--- src/rtl/sec_mon_pkg.sv ---
// rtl/sec_mon_pkg.sv - shared state encoding and constants for the security monitor link checker
package sec_mon_pkg;

    typedef enum logic [1:0] {
        ST_IDLE  = 2'd0,
        ST_ARM   = 2'd1,
        ST_RUN   = 2'd2,
        ST_ALARM = 2'd3
    } sec_state_e;

    localparam logic [15:0] LFSR_TAPS    = 16'hB400;
    localparam logic [15:0] DEFAULT_SEED = 16'hACE1;
    localparam logic [7:0]  ERR_CNT_MAX  = 8'hFF;

endpackage

--- src/rtl/sec_lfsr.sv ---
// rtl/sec_lfsr.sv - Galois LFSR stream generator with load, advance and zero-seed substitution
// Ports: clk/rst (sync, active-high), load_i (reload seed), adv_i (step one bit),
//        next_bit_o (bit 0 of the value the register holds after the coming edge).
module sec_lfsr
    import sec_mon_pkg::*;
#(
    parameter int                LFSR_W = 16,
    parameter logic [LFSR_W-1:0] SEED   = LFSR_W'(DEFAULT_SEED)
) (
    input  logic clk,
    input  logic rst,
    input  logic load_i,
    input  logic adv_i,
    output logic next_bit_o
);

    // An all-zero Galois LFSR is stuck forever, so a zero seed is replaced by 1.
    localparam logic [LFSR_W-1:0] LOAD_VAL = (SEED == '0) ? LFSR_W'(1) : SEED;
    localparam logic [LFSR_W-1:0] TAPS     = LFSR_W'(LFSR_TAPS);

    logic [LFSR_W-1:0] lfsr_q, lfsr_d;

    always_comb begin
        lfsr_d = lfsr_q;
        if (load_i) begin
            lfsr_d = LOAD_VAL;
        end else if (adv_i) begin
            lfsr_d = (lfsr_q >> 1) ^ (lfsr_q[0] ? TAPS : '0);
        end
    end

    always_ff @(posedge clk) begin
        if (rst) begin
            lfsr_q <= '0;
        end else begin
            lfsr_q <= lfsr_d;
        end
    end

    assign next_bit_o = lfsr_d[0];

endmodule

--- config.mk ---
export PLATFORM = sky130hd
export DESIGN_NAME = sec_lfsr
export DESIGN_NICKNAME = d
export VERILOG_FILES = /design/src/rtl/sec_mon_pkg.sv /design/src/rtl/sec_lfsr.sv
export SDC_FILE = /design/constraint.sdc
export NUM_CORES = 1
export LEC_CHECK = 0
export BUFFER_PORTS_ARGS = -buffer_cell sky130_fd_sc_hd__buf_2
export CAP_MARGIN = 20
export CORE_AREA = 2 2 39 41
export CTS_CLUSTER_DIAMETER = 200
export DETAILED_ROUTE_END_ITERATION = 6
export DIE_AREA = 0 0 41 43
export PLACE_DENSITY = 0.77
export SLEW_MARGIN = 20
export SYNTH_ARGS = -nofsm -noshare
export SYNTH_HDL_FRONTEND = slang
export SYNTH_SLANG_ARGS = --single-unit
--- constraint.sdc ---
create_clock -name clk -period 1.2 [get_ports clk]
set_clock_uncertainty 0.15 [all_clocks]
set_input_delay 0.12 -clock clk [delete_from_list [all_inputs] [get_ports clk]]
set_output_delay 0.12 -clock clk [all_outputs]
set_load 0.02 [all_outputs]
==> results of run 1 <==
power breakdown:
group / internal, mW / switching, mW
sequential: 0.556 / 0.0167
clock: 0.185 / 0.171
combinational: 0.0700 / 0.0628
total: 0.811 / 0.251
layout make-up:
class / instances / area, um^2
repair buffers: 10 / 90.1
well taps: 16 / 20.0
flip-flops and latches: 16 / 325
inverters: 1 / 3.75
clock buffers: 4 / 36.3
fillers: 123 / 611
multi-input cells: 38 / 298
metrics by stage:
step	setup slack, ns	hold WS [ns]	area [um^2]
floorplan	0.196	0.152	648
global placement	0.159	0.307	669
detailed placement	0.144	0.308	669
CTS	-0.134	0.0377	737
global route	-0.130	0.0634	773
finish	-0.0817	0.0384	773
worst min-delay path, stage by stage:
cell	delay, ns
buf_2	0.12
nor3_1	0.13
a211oi_1	0.07
placed cells by master (no fill, tap or decap), types with 2 or more instances in the layout:
| master | n |
|---|---|
| mux2i_1 | 12 |
| buf_6 | 2 |
| a21oi_1 | 6 |
| clkbuf_4 | 3 |
| nor2_1 | 8 |
| dfxtp_1 | 14 |
| buf_2 | 3 |
| xnor2_1 | 2 |
| a211oi_2 | 2 |
| nor3_1 | 2 |
| buf_4 | 3 |
layer usage:
layer  vias up  part of all wire  global-route usage
li1        222                 -                   -
met1       191              0.46               0.211
met2         7              0.50               0.238
met3         2             0.018              0.0314
met4         0             0.019               0.100
met5         -                 0                   0
timing repair:
action	CTS	global route
pin swaps	0	2
hold buffers	1	0
setup endpoints to repair	1	1
cloned	0	0
gates resized for setup	5	6
setup buffers	1	1
hold endpoints to repair	6	0
worst min path at each step:
stage / from / end / slack, ns / cells after the start
after global placement: rst / lfsr_q[7] / 0.31 / 3
after detailed placement: rst / lfsr_q[7] / 0.31 / 3
after floorplan: rst / lfsr_q[0] / 0.15 / 2
final: load_i / lfsr_q[13] / 0.04 / 3
after global routing: load_i / lfsr_q[13] / 0.06 / 3
after CTS: load_i / lfsr_q[10] / 0.04 / 3
cell families (layout without fill, tap and decap cells):
logic type,Yosys count,in the layout,synth area share
xor+xnor,3,3,0.0405
simple gates,13,13,0.0869
buf+inv,6,15,0.0888
compound gates,9,9,0.0888
flops,16,16,0.494
mux,13,13,0.201
==> flow_summary.json, run 1 <==
{
  "yosys_warnings": 0,
  "end_kind": "output pin",
  "synth.top_cells.by_count": "16 x dfxtp_1, 13 x mux2i_1, 8 x nor2_1, 6 x a21oi_1",
  "synth.most_common_cell": "dfxtp_1",
  "antenna_found_initial": 0,
  "cts_buffer_depth": 2,
  "finalCritPeriodShare": 1.07,
  "drt_first_pass_iters": 3,
  "largest_reg_flops": 16,
  "reg_top3": "lfsr_q (16)",
  "ys_seq_area_frac": 0.494,
  "rsz0062_at_grt": "yes",
  "timing.max_slew.rel_slack": 0.710,
  "core_mm2": 0.00138,
  "drtIter0Drc": 6,
  "synth.avg_cell_area_um2": 10.8,
  "finalPower_mw": 1.06,
  "cts_root_buf": "clkbuf_4",
  "hold_violations": 0,
  "ios": 5,
  "fin_util": 0.559,
  "p_leak_nw": 0.324,
  "maxSlewViolCount": 0,
  "setup_ws_ns": -0.0817,
  "synthCells": 60,
  "area_delta_synth_final_pct": 19.3,
  "synth_top_area_frac": 0.494,
  "tightest_slew_ns": 0.436,
  "rr_endpoint": "lfsr_q[13]",
  "ys_seq_elements": 16,
  "cts.sinks": 16,
  "ant_nets": 0,
  "max_freq_ghz": 0.780,
  "violations": "setup timing",
  "vias_per_cell": 4.96,
  "io_buffers": 4,
  "cpPeakStageDelay_ns": 0.36,
  "synth_edf_count": 0,
  "fp.dieW_um": 41,
  "yosys.area.top_type": "dfxtp_1",
  "syn_nets": 64,
  "grt_pass1_wl_um": 1870,
  "drive_gt1_frac": 0.290,
  "fin_nets": 74,
  "fin_cells": 85,
  "ff2ff_path_depth": 4,
  "crit_chain": "mux2i_4 > nand2_2 > buf_6",
  "start_util": 0.468,
  "die_y_um": 43,
  "ys_types": 15,
  "cp-start-kind": "flop",
  "path_clk_slew_ns": 0.09,
  "gp_congestion": 0.768,
  "worst-path-buf-inv": 1,
  "r2r-start": "lfsr_q[0]",
  "cap_violations": 0,
  "core.rowCount": 14,
  "path_class": "reg -> out",
  "numCtsBuffers": 3,
  "path_depth": 3,
  "mappedNetlistArea_um2": 648,
  "crit_family": "flip-flops",
  "status": "complete, but fails checks",
  "crit_path_max_fanout": 2,
  "setup_violations": 1,
  "place_inst": 78,
  "die-area_mm2": 0.00176,
  "top_register": "lfsr_q",
  "hold_class": "in -> reg",
  "crit_path_start": "lfsr_q[0]",
  "synth-main-ff-cell": "dfxtp_1",
  "power.density_mw_per_mm2": 1370,
  "period_minus_slack_ns": 1.28,
  "drt-total-wl_um": 1100,
  "ys_top_cells_by_area": "dfxtp_1 49%, mux2i_1 20%, buf_6 5.2%, a21oi_1 4.6%, nor2_1 4.6%",
  "ys_async_sr_fraction": 0,
  "wl_per_cell_um": 13.0,
  "grt_pass1_vias": 432,
  "grt_usage": 0.163,
  "grt_start_max_net_pins": 13,
  "overflow": 0,
  "worst-r2r-setup-slack_ns": 0.05,
  "htreeDepth": 1,
  "required_ns": 0.93,
  "slowest_stage": "dfxtp_4",
  "via_count": 422,
  "n_antenna_cell": 0,
  "clk_latency_ns": 0.29,
  "cp.arrival_ns": 1.01,
  "endpoint": "next_bit_o",
  "setup_tns_ns": -0.0817,
  "max-vdd-ir-drop_mv": 0.952,
  "cts_tree": "done",
  "drcViolationCount": 0
}
No activity file was read; power rests on OpenSTA's default activity.
==> run 2, diff against run 1 <==
Settings changed: PLACE_DENSITY 0.77 to 0.67, TNS_END_PERCENT set to 5.
==> flow_summary.json, run 2 (synthesis gave the netlist of run 1 again) <==
{
  "drtIter0Drc": 9,
  "n_antenna_cell": 0,
  "cap_violations": 0,
  "crit_path_max_fanout": 2,
  "status": "complete, but fails checks",
  "max_freq_ghz": 0.773,
  "vias_per_cell": 4.89,
  "setup_tns_ns": -0.0938,
  "largest_reg_flops": 16,
  "violations": "setup timing",
  "design_area_um2": 726,
  "slowest_stage": "dfxtp_4",
  "cts.sinks": 16,
  "required_ns": 0.93,
  "cts_buffer_depth": 2,
  "cp.arrival_ns": 1.02,
  "core_mm2": 0.00138,
  "maxSlewViolCount": 0,
  "combPwrFrac": 0.110,
  "max-vdd-ir-drop_mv": 0.817,
  "p_clk_frac": 0.335,
  "start_util": 0.468,
  "antenna_found_initial": 0,
  "crit_chain": "mux2i_1 > nand2_1 > buf_6",
  "cp-start-kind": "flop",
  "setup_violations": 1,
  "drt_first_pass_iters": 4,
  "p_leak_nw": 0.308,
  "clk_latency_ns": 0.28,
  "die_y_um": 43,
  "overflow": 0,
  "worst_hold_slack_ns": 0.0527,
  "cts_root_buf": "clkbuf_4",
  "io_buffers": 4,
  "fin_util": 0.524,
  "hold_class": "in -> reg",
  "tightest_slew_ns": 0.434,
  "period_minus_slack_ns": 1.29,
  "path_class": "reg -> out",
  "drive_gt1_frac": 0.194,
  "fin_nets": 72,
  "layout_commonest_cell": "dfxtp_1",
  "place_inst": 77,
  "grt_pass1_wl_um": 1610,
  "area_delta_synth_final_pct": 12.0,
  "dpl_cell_area_um2": 662,
  "power.density_mw_per_mm2": 1410,
  "grt_pass1_vias": 369,
  "ant_nets": 0,
  "cts_tree": "done",
  "drt-total-wl_um": 951,
  "ios": 5,
  "p_sw_frac": 0.221,
  "finalPower_mw": 1.02,
  "numCtsBuffers": 3,
  "intPower_mw": 0.797,
  "dp_hpwl_um": 689,
  "path_clk_slew_ns": 0.09,
  "htreeDepth": 1,
  "fill_cells": 137,
  "drcViolationCount": 0,
  "fin_cells": 83,
  "power_switching_mw": 0.227,
  "end_kind": "output pin",
  "wl_per_cell_um": 11.5,
  "gp_congestion": 0.737,
  "layout_common_cells": "15 x dfxtp_1, 13 x mux2i_1, 8 x nor2_1",
  "place_ws_ns": 0.152,
  "timing.max_slew.rel_slack": 0.711,
  "die-area_mm2": 0.00176,
  "setup_ws_ns": -0.0938,
  "reg_top3": "lfsr_q (16)",
  "fp.dieW_um": 41,
  "rsz0062_at_grt": "yes",
  "top_register": "lfsr_q",
  "hold_violations": 0,
  "finalCritPeriodShare": 1.08,
  "core.rowCount": 14,
  "grt_usage": 0.143,
  "cpPeakStageDelay_ns": 0.34,
  "via_count": 406,
  "sequentialPowerShare": 0.555,
  "grt_start_max_net_pins": 14
}
## run 2: timing repair
action	in CTS	in global routing
endpoints found under the setup margin	1	1
gates cloned	0	0
resized for setup	4	0
hold buffers	1	0
endpoints found under the hold margin	3	0
setup buffers	1	0
## run 2: metal layers
layer / routed length (um) / part of all wire / track usage
met4: 12 / 0.013 / 0.120
met5: 0 / 0 / 0
met1: 457 / 0.48 / 0.190
met2: 453 / 0.48 / 0.188
met3: 27 / 0.028 / 0.0314
## run 2: path summary, 6_finish.rpt
check,start,end,slack [ns],cells past startpoint
setup / recovery,lfsr_q[0],next_bit_o,-0.09,3
setup reg to reg,lfsr_q[0],lfsr_q[10],0.14,3
hold / removal,load_i,lfsr_q[13],0.05,3
hold reg to reg,lfsr_q[9],lfsr_q[9],0.36,2
## run 2: critical path, delay by kind of cell (launching register included)
family / cells / cell delay, ns
flops: 1 / 0.34
mux: 1 / 0.15
simple gates: 1 / 0.10
buf+inv: 1 / 0.15
## run 2: area by class of cell
cell class	count	area, um^2	share of cell area
clock buffers	4	36.3	0.0500
inverters	1	3.75	0.00517
multi-input cells	38	270	0.372
flip-flops and latches	16	324	0.447
well taps	16	20.0	0.0276
repair buffers	8	71.3	0.0983
## run 2: power by group through the flow
stage                     Clock (mW)  Combinational, mW  Sequential, mW
after floorplan                    0             0.0923           0.579
final                          0.343              0.112           0.568
after detailed placement           0              0.100           0.585
after global placement             0              0.100           0.585
after CTS                      0.353              0.112           0.569
after global routing           0.376              0.125           0.572
